## src/rtl/ex_mem_stage.sv

```systemverilog
// EX/MEM pipeline register with architectural Z/N/V flags, illegal-opcode pulse
// and a saturating overflow-event counter; outputs double as the EX/MEM forwarding source.
module ex_mem_stage #(
  parameter int unsigned DATA_W = 16,
  parameter int unsigned RD_W   = 4,
  parameter int unsigned CNT_W  = 8
) (
  input  logic              clk,
  input  logic              rst,
  input  logic              valid_in,
  input  logic [DATA_W-1:0] alu_out,
  input  logic              alu_ovfl,
  input  logic [4:0]        alu_ctrl,
  input  logic [RD_W-1:0]   rd_in,
  input  logic              reg_wr_in,
  input  logic              mem_rd_in,
  input  logic              mem_wr_in,
  input  logic [DATA_W-1:0] store_data_in,
  input  logic              stall,
  input  logic              flush,
  output logic              valid_q,
  output logic              reg_wr_q,
  output logic              mem_rd_q,
  output logic              mem_wr_q,
  output logic [DATA_W-1:0] result_q,
  output logic [RD_W-1:0]   rd_q,
  output logic [DATA_W-1:0] store_data_q,
  output logic              flag_z,
  output logic              flag_n,
  output logic              flag_v,
  output logic              illegal_op,
  output logic [CNT_W-1:0]  ovfl_count
);

  localparam logic [CNT_W-1:0] CNT_MAX = '1;

  logic w_accept;
  logic w_kill;
  logic w_arith;
  logic w_logic;
  logic w_byte;
  logic w_legal;

  logic              r_valid;
  logic              r_reg_wr;
  logic              r_mem_rd;
  logic              r_mem_wr;
  logic [DATA_W-1:0] r_result;
  logic [RD_W-1:0]   r_rd;
  logic [DATA_W-1:0] r_store_data;
  logic              r_z;
  logic              r_n;
  logic              r_v;
  logic              r_illegal;
  logic [CNT_W-1:0]  r_cnt;

  // Flush wins over stall; an empty EX slot without stall also becomes a bubble.
  assign w_accept = valid_in & ~stall & ~flush;
  assign w_kill   = flush | (~stall & ~valid_in);

  // Opcode classes that decide which flags an instruction writes.
  assign w_arith = (alu_ctrl <= 5'd1);
  assign w_logic = (alu_ctrl >= 5'd2) && (alu_ctrl <= 5'd6);
  assign w_byte  = (alu_ctrl == 5'd8) || (alu_ctrl == 5'd9);
  assign w_legal = w_arith | w_logic | w_byte;

  always_ff @(posedge clk) begin
    if (rst) begin
      r_valid      <= 1'b0;
      r_reg_wr     <= 1'b0;
      r_mem_rd     <= 1'b0;
      r_mem_wr     <= 1'b0;
      r_result     <= '0;
      r_rd         <= '0;
      r_store_data <= '0;
      r_z          <= 1'b0;
      r_n          <= 1'b0;
      r_v          <= 1'b0;
      r_illegal    <= 1'b0;
      r_cnt        <= '0;
    end else begin
      r_illegal <= w_accept & ~w_legal;
      if (w_accept) begin
        r_valid      <= 1'b1;
        r_reg_wr     <= reg_wr_in;
        r_mem_rd     <= mem_rd_in;
        r_mem_wr     <= mem_wr_in;
        r_result     <= alu_out;
        r_rd         <= rd_in;
        r_store_data <= store_data_in;
        if (w_arith || w_logic) begin
          r_z <= (alu_out == '0);
          r_n <= alu_out[DATA_W-1];
        end
        if (w_arith) begin
          r_v <= alu_ovfl;
        end
        if (w_arith && alu_ovfl && (r_cnt != CNT_MAX)) begin
          r_cnt <= r_cnt + CNT_W'(1);
        end
      end else if (w_kill) begin
        r_valid  <= 1'b0;
        r_reg_wr <= 1'b0;
        r_mem_rd <= 1'b0;
        r_mem_wr <= 1'b0;
      end
    end
  end

  assign valid_q      = r_valid;
  assign reg_wr_q     = r_reg_wr;
  assign mem_rd_q     = r_mem_rd;
  assign mem_wr_q     = r_mem_wr;
  assign result_q     = r_result;
  assign rd_q         = r_rd;
  assign store_data_q = r_store_data;
  assign flag_z       = r_z;
  assign flag_n       = r_n;
  assign flag_v       = r_v;
  assign illegal_op   = r_illegal;
  assign ovfl_count   = r_cnt;

endmodule

```

## config.mk

```make
export PLATFORM = sky130hd
export DESIGN_NAME = ex_mem_stage
export DESIGN_NICKNAME = d
export VERILOG_FILES = /design/src/rtl/ex_mem_stage.sv
export SDC_FILE = /design/constraint.sdc
export NUM_CORES = 1
export LEC_CHECK = 0
export CORE_MARGIN = 3
export CORE_UTILIZATION = 42
export CTS_CLUSTER_SIZE = 25
export DETAILED_ROUTE_END_ITERATION = 6
export GPL_ROUTABILITY_DRIVEN = 0
export PLACE_DENSITY_LB_ADDON = 0.15
export RECOVER_POWER = 50
export SYNTH_ARGS = -nofsm -noshare
export SYNTH_HDL_FRONTEND = slang
export SYNTH_SLANG_ARGS = --single-unit
```

## constraint.sdc

```tcl
create_clock -name clk -period 6 [get_ports clk]
set_clock_uncertainty 0.2 [all_clocks]
set_input_delay 1.8 -clock clk [delete_from_list [all_inputs] [get_ports clk]]
set_output_delay 1.8 -clock clk [all_outputs]
set_load 0.03 [all_outputs]
```

==> flow_summary.json, run 1 <==
{
  "outcome": "complete, but fails checks",
  "violations": "capacitance limit, slew limit",
  "drtPass1Iterations": 4,
  "post-place-ws_ps": 1600,
  "synth_edf_count": 0,
  "grt_max_degree": 55,
  "post_cts_buffers": 0,
  "hold_path_depth": 2,
  "viasPerCell": 5.04,
  "grt_pass1_vias": 1827,
  "antenna_found_initial": 0,
  "p_switching_uw": 155,
  "synth_flop_cell": "dfxtp_1",
  "synthesis.nets": 295,
  "htree_levels": 2,
  "finalMaxSlewViolations": 38,
  "ys_types": 35,
  "synthDominantAreaCellType": "dfxtp_1",
  "power.share.clock_pct": 30.4,
  "fin_tns_setup_ps": 0,
  "grt_usage_pct": 18.9,
  "post-route-period-util_pct": 71.2,
  "setup_viol": 0,
  "yosysSeqAreaShare_pct": 52.3,
  "syn-instance-count": 244,
  "start_util_pct": 44.5,
  "switching_share_pct": 23.8,
  "synth-seq-cells": 52,
  "cp.required_ps": 6010,
  "die-width_microns": 74.9,
  "dr_total_vias": 1972,
  "path_depth": 6,
  "dpl.cell_count": 383,
  "route.detailed.drc": 0,
  "drt_iter0_drc": 122,
  "clkTransAtPathRegs_ps": 80,
  "crit_fanout": 37,
  "crit_family": "buffers and inverters",
  "drt_wl_total_microns": 5190,
  "critPathMaxStageDelay_ps": 1140,
  "layout_setup_ws_ps": 1730,
  "reg2regPathDepth": 5,
  "numCtsBuffers": 5,
  "maxSlewHeadroom_pct": -6.10,
  "cp_cell_sequence": "dlygate4sd3_1 -> nor2b_1 -> nand2b_1 -> clkbuf_1 -> nand2_1 -> a21oi_1",
  "clk_path_buf_depth": 2,
  "grt-ovfl-total": 0,
  "nNetsFinal": 389,
  "stdcell_count": 391,
  "clkSinkCount": 52,
  "hpwl_microns": 3700,
  "synth.area.top_cells": "dfxtp_1 52%, nand2_1 14%, a21oi_1 11%, nor4_1 1.9%, buf_2 1.5%",
  "power.leakage_uw": 0.00124,
  "root_buffer": "clkbuf_8",
  "synth_top_area_share_pct": 52.3,
  "clk-insertion-delay-late_ps": 290,
  "critPathArrivalTime_ps": 4290,
  "grt_setup_unrepaired": "false",
  "wire_per_inst_microns": 13.3,
  "cts_tree": "done",
  "cp_slowest_cell": "clkbuf_1",
  "syn_area_sq_mm": 0.00199,
  "antennaDiodeCount": 0,
  "startpoint_type": "primary input",
  "grt_pass1_wl_microns": 8300,
  "maxCapViolCount": 1,
  "areaGrowthSynthToFinish_pct": 55.8,
  "yosysWarnings": 0,
  "num_rows": 24,
  "internal_power_uw": 495,
  "die_area_sq_mm": 0.00560,
  "io_pins": 102,
  "finalCriticalPeriod_ps": 4270,
  "core_area_sq_mm": 0.00447,
  "async_reset_ff_share_pct": 0,
  "syn_avg_cell_area_sq_um": 8.16,
  "cts_resized": 0,
  "crit_type": "primary input to register",
  "worstMarginPinSlew_ps": 1590,
  "hold_buffers": 0,
  "hold_path_class": "register to register",
  "pwr-share-comb_pct": 14.6,
  "power.density_mw_per_mm2": 209,
  "drtAntennaViolNets": 0,
  "finalHoldViolations": 0,
  "seqPwrFrac_pct": 55.0,
  "max-vdd-ir-drop_uv": 170,
  "cp-end-kind": "register",
  "fmax_mhz": 234,
  "worst-path-buf-inv": 2,
  "drive_above_1_share_pct": 3.83,
  "die_h_microns": 74.9,
  "io_buffers": 101
}
## registers in the layout, summed over array words and instances, names as in the netlist
name,flops
flag_n,1
flag_v,1
flag_z,1
illegal_op,1
mem_rd_q,1
mem_wr_q,1
ovfl_count,8
rd_q,4
reg_wr_q,1
result_q,16
store_data_q,16
valid_q,1
## cells in the final DEF (no fill, tap or decap), types with 2 or more instances in the layout
cell type / n
inv_1: 2
clkbuf_1: 3
a21oi_1: 43
mux2_2: 2
dfxtp_1: 52
o31ai_1: 2
clkbuf_8: 6
nor4_1: 6
o21ai_0: 2
nor2b_1: 3
clkdlybuf4s50_1: 52
nor2_1: 6
or4_1: 2
nand2_1: 76
a22oi_1: 3
dlygate4sd3_1: 48
nor3_1: 5
nand3_1: 6
## metal layers
layer  GRT usage [%]  vias to the layer above  routed length (microns)
met2            29.9                       65                     2400
met4            6.13                        0                       85
met5               0                        -                        0
li1                -                     1015                        -
met1            25.0                      883                     2360
met3            5.21                        9                      347
## Yosys cell counts (3+ instances only)
library cell and number:
nor2b_1 3, nor4_1 6, nor2_1 6, buf_2 6, a22oi_1 3, nand3_1 6
dfxtp_1 52, clkbuf_1 7, nor3_1 5, a21oi_1 43, buf_1 3, nand2_1 76
## cells by family after synthesis
kind of cell / share of synthesized area (%)
buffers and inverters: 3.77
muxes: 1.63
and+or+nand+nor: 26.3
AOI/OAI and AO/OA: 15.4
DFF: 52.3
adders and majority gates: 0.628
## layout make-up
class,count,area (sq um)
Fill cell,380,1370
Tap cell,52,65.1
Timing Repair Buffer,103,1020
Sequential cell,52,1040
Clock buffer,8,90.1
Inverter,2,7.51
Multi-Input combinational cell,174,882
## worst paths after layout
check / to / start / slack, ps
max: rd_q[3]$_SDFFE_PP0P_ / stall / 1730
min: flag_z$_SDFFE_PP0P_ / flag_z$_SDFFE_PP0P_ / 250
max reg2reg: ovfl_count[7]$_SDFFE_PP0P_ / ovfl_count[0]$_SDFFE_PP0P_ / 3940
min reg2reg: flag_z$_SDFFE_PP0P_ / flag_z$_SDFFE_PP0P_ / 250
## power groups by stage
| stage | combinational (uW) | clock [uW] | sequential [uW] |
|---|---|---|---|
| floorplan | 23.4 | 0 | 383 |
| global placement | 97.8 | 0 | 366 |
| detailed placement | 98.5 | 0 | 366 |
| CTS | 99.0 | 205 | 358 |
| global route | 103 | 218 | 358 |
| finish | 94.9 | 198 | 357 |
## worst register-to-register path: stages, from the launching register on
cell	delay, ps
dfxtp_1	360
ha_1	240
and3_1	190
and4_1	290
nor4_1	320
mux2_2	360
## metrics by stage
stage / cell area, sq um / power, uW / hold slack (ps) / utilization (%)
after floorplan: 1990 / 407 / 380 / -
after global placement: 3020 / 464 / 241 / 67.4
after detailed placement: 3020 / 464 / 247 / 67.4
after CTS: 3110 / 662 / 259 / 69.4
after global routing: 3100 / 679 / 270 / 69.4
final: 3100 / 650 / 253 / 69.4
Note: power is estimated with default switching activity, not from simulation.
==> inputs of run 2 (changes only) <==
CORE_UTILIZATION = 39   (was 42)
clock period = 4.1 ns   (was 6 ns; I/O delays follow)
==> flow_summary.json, run 2 (same netlist as run 1, synthesis figures left out) <==
{
  "worstMarginPinSlew_ps": 965,
  "finalCriticalPeriod_ps": 3250,
  "multi_input_comb_area_sq_um": 882,
  "grt_max_degree": 55,
  "cts_resized": 0,
  "route.detailed.drc": 0,
  "crit_family": "simple AND/OR/NAND/NOR gates",
  "start_util_pct": 41.4,
  "clk_path_buf_depth": 2,
  "cts_tree": "done",
  "ff_latch_area_sq_mm": 0.00104,
  "die_h_microns": 77.5,
  "post_cts_buffers": 0,
  "viasPerCell": 4.93,
  "power.leakage_uw": 0.00113,
  "num_rows": 25,
  "final_common_cell": "clkdlybuf4s50_1",
  "wire_per_inst_microns": 12.9,
  "io_pins": 102,
  "core_area_sq_mm": 0.00482,
  "nNetsFinal": 389,
  "max-vdd-ir-drop_uv": 194,
  "drtPass1Iterations": 4,
  "final_area_sq_mm": 0.00313,
  "areaGrowthSynthToFinish_pct": 57.1,
  "die-width_microns": 77.5,
  "critPathMaxStageDelay_ps": 640,
  "setup_viol": 0,
  "post-route-period-util_pct": 79.2,
  "antenna_found_initial": 0,
  "worst-path-buf-inv": 1,
  "startpoint_type": "primary input",
  "grt_setup_unrepaired": "false",
  "io_buffers": 101,
  "cp_slowest_cell": "dlygate4sd3_1",
  "maxCapViolCount": 0,
  "hold_path_class": "register to register",
  "fmax_mhz": 308,
  "drt_wl_total_microns": 5250,
  "numCtsBuffers": 5,
  "dr_total_vias": 2001,
  "drive_above_1_share_pct": 4.72,
  "crit_fanout": 15,
  "drt_iter0_drc": 76,
  "hpwl_microns": 3650,
  "final_cell_mix": "86 x clkdlybuf4s50_1, 76 x nand2_1, 52 x dfxtp_1",
  "nFillCells": 448,
  "dpl.cell_count": 398,
  "clkTransAtPathRegs_ps": 90,
  "cp-end-kind": "register",
  "critPathArrivalTime_ps": 3240,
  "stdcell_count": 406,
  "finalMaxSlewViolations": 0,
  "root_buffer": "clkbuf_8",
  "fin_tns_setup_ps": 0,
  "grt-ovfl-total": 0,
  "antennaDiodeCount": 0,
  "maxSlewHeadroom_pct": 35.7,
  "finalHoldViolations": 0,
  "place_area_sq_mm": 0.00304,
  "drtAntennaViolNets": 0,
  "power.density_mw_per_mm2": 309,
  "clkSinkCount": 52,
  "die_area_sq_mm": 0.00600,
  "outcome": "finished, final reports clean",
  "grt_pass1_wl_microns": 8780,
  "crit_type": "primary input to register",
  "clk-insertion-delay-late_ps": 290,
  "grt_usage_pct": 17.9,
  "hold_buffers": 0,
  "grt_pass1_vias": 1786,
  "htree_levels": 2,
  "cp.required_ps": 4090,
  "cp_cell_sequence": "dlygate4sd3_1 -> nor3b_4 -> nand4_2 -> nor4_1 -> mux2_2"
}
## run 2: changes by cell type in the layout (fill, tap and decap cells not counted), sizes merged
cell           before  now
clkbuf              9    7
clkinv              0    1
dlygate4sd3        48   14
clkdlybuf4s50      52   86
inv                 2    3
## run 2: per-layer routing
| metal | wire length, microns | share of wire, % | track usage [%] |
|---|---|---|---|
| met1 | 2400 | 46 | 24.6 |
| met4 | 69 | 1.3 | 5.87 |
| met3 | 292 | 5.6 | 4.41 |
| met5 | 0 | 0 | 0 |
| met2 | 2480 | 47 | 27.6 |
## run 2: through the flow
step | setup WS (ps) | hold WS (ps) | utilization [%] | total power [uW]
after floorplan | 1510 | 380 | - | 595
after global placement | 695 | 241 | 63.0 | 678
after global routing | 685 | 271 | 65.0 | 1010
final | 852 | 254 | 65.0 | 966
after detailed placement | 610 | 247 | 63.0 | 680
after CTS | 937 | 261 | 65.0 | 982
## run 2: area by class of cell
class	instances	area share, %
flip-flops and latches	52	33.3
repair buffers	103	32.5
multi-input cells	174	28.2
well taps	67	2.68
clock buffers	6	2.64
clock inverters	2	0.440
inverters	2	0.240
## run 2: worst paths after layout
check | from | endpoint | slack, ps | cells past startpoint
worst max-delay path | stall | ovfl_count[7]$_SDFFE_PP0P_ | 850 | 5
worst min-delay path | store_data_q[12]$_SDFFE_PP0P_ | store_data_q[12]$_SDFFE_PP0P_ | 250 | 2
worst max register to register | ovfl_count[0]$_SDFFE_PP0P_ | ovfl_count[7]$_SDFFE_PP0P_ | 2010 | 5
worst min register to register | store_data_q[12]$_SDFFE_PP0P_ | store_data_q[12]$_SDFFE_PP0P_ | 250 | 2
## run 2: worst min-delay path: stages (launching register included)
cell     delay (ps)
dfxtp_1         320
nand2_1          50
a21oi_1          50
## run 2: where the power goes
group	internal, uW	switching (uW)
registers	518	6.15
logic	71.8	69.9
clock network	138	163
total	728	239
==> inputs of run 3 (changes only) <==
CORE_UTILIZATION = 35   (was 39)
clock period = 2.7 ns   (was 4.1 ns; I/O delays follow)
==> flow_summary.json, run 3 (same netlist as run 1, synthesis figures left out) <==
{
  "num_rows": 26,
  "finalMaxSlewViolations": 0,
  "io_buffers": 101,
  "grt_max_degree": 39,
  "wire_per_inst_microns": 12.9,
  "final_common_cell": "clkdlybuf4s50_1",
  "critPathMaxStageDelay_ps": 450,
  "cp_slowest_cell": "clkdlybuf4s50_1",
  "hpwl_microns": 3770,
  "outcome": "finished, final reports clean",
  "antennaDiodeCount": 0,
  "die_h_microns": 81.4,
  "die-width_microns": 81.4,
  "io_pins": 102,
  "maxCapViolCount": 0,
  "crit_type": "primary input to register",
  "start_util_pct": 37.6,
  "core_area_sq_mm": 0.00530,
  "dr_total_vias": 2014,
  "grt_pass1_wl_microns": 8610,
  "stdcell_count": 417,
  "clkTransAtPathRegs_ps": 90,
  "drt_iter0_drc": 61,
  "numCtsBuffers": 5,
  "startpoint_type": "primary input",
  "root_buffer": "clkbuf_8",
  "final_cell_mix": "90 x clkdlybuf4s50_1, 76 x nand2_1, 52 x dfxtp_1",
  "antenna_found_initial": 0,
  "cts_tree": "done",
  "grt_pass1_vias": 1894,
  "viasPerCell": 4.83,
  "drtPass1Iterations": 4,
  "power.leakage_uw": 0.00116,
  "nNetsFinal": 398,
  "finalHoldViolations": 0,
  "setup_viol": 0,
  "maxSlewHeadroom_pct": 70.3,
  "max-vdd-ir-drop_uv": 348,
  "crit_fanout": 8,
  "die_area_sq_mm": 0.00663,
  "fmax_mhz": 402,
  "grt_usage_pct": 16.7,
  "hold_buffers": 0,
  "post_cts_buffers": 0,
  "grt_setup_unrepaired": "false",
  "grt-ovfl-total": 0,
  "drt_wl_total_microns": 5380,
  "cp_cell_sequence": "clkdlybuf4s50_1 -> nor3b_4 -> nand4_2 -> nor4_1 -> mux2_2",
  "drive_above_1_share_pct": 6.34,
  "clk_path_buf_depth": 2,
  "post-route-period-util_pct": 92.2,
  "hold_path_class": "register to register",
  "fin_tns_setup_ps": 0,
  "cp.required_ps": 2700,
  "cts_resized": 0,
  "finalCriticalPeriod_ps": 2490,
  "route.detailed.drc": 0,
  "drtAntennaViolNets": 0,
  "areaGrowthSynthToFinish_pct": 61.1,
  "critPathArrivalTime_ps": 2490,
  "power.density_mw_per_mm2": 467,
  "worstMarginPinSlew_ps": 445,
  "dpl.cell_count": 410,
  "htree_levels": 2,
  "clk-insertion-delay-late_ps": 310,
  "cp-end-kind": "register",
  "clkSinkCount": 52
}
-- run 3: report_power, final --
group	leakage (uW)	internal [uW]	switching (uW)
Sequential	0.000422	786	8.80
Combinational	0.000692	118	108
Clock	0.0000503	229	248
-- run 3: final timing paths --
path                                                     from  slack [ps]  depth (start not counted)                             to
worst max-delay path                                    stall         210                          5     ovfl_count[7]$_SDFFE_PP0P_
worst min-delay path            store_data_q[14]$_SDFFE_PP0P_         260                          2  store_data_q[14]$_SDFFE_PP0P_
worst max register to register     ovfl_count[0]$_SDFFE_PP0P_         610                          5     ovfl_count[7]$_SDFFE_PP0P_
worst min register to register  store_data_q[14]$_SDFFE_PP0P_         260                          2  store_data_q[14]$_SDFFE_PP0P_
-- run 3: routing by layer --
layer  up-vias  part of all wire, %  track usage [%]
met2        56                   49             27.8
met4         0                  1.8             7.09
met3         9                  6.7             4.61
met1       910                   43             20.3
met5         -                    0                0
li1       1039                    -                -
-- run 3: area by class of cell --
type                            instances  area (sq um)
Fill cell                             489          2090
Timing Repair Buffer                  112          1090
Sequential cell                        52          1040
Multi-Input combinational cell        174           882
Clock buffer                            7          96.3
Tap cell                               70          87.6
Inverter                                2          7.51
-- run 3: critical path, delay by kind of cell --
kind                   cells  cell delay (ps)
and+or+nand+nor            3              850
buffers and inverters      1              450
muxes                      1              370
-- run 3: per-stage QoR --
step / hold WS [ps] / setup WS (ps) / utilization (%) / cell area, sq um / power (uW)
after floorplan: 380 / 529 / - / 1990 / 904
after global placement: 241 / -109 / 58.8 / 3120 / 1040
after detailed placement: 247 / -128 / 58.8 / 3120 / 1040
after CTS: 259 / 192 / 60.6 / 3220 / 1520
after global routing: 270 / 54.8 / 60.5 / 3210 / 1560
final: 255 / 212 / 60.5 / 3210 / 1500
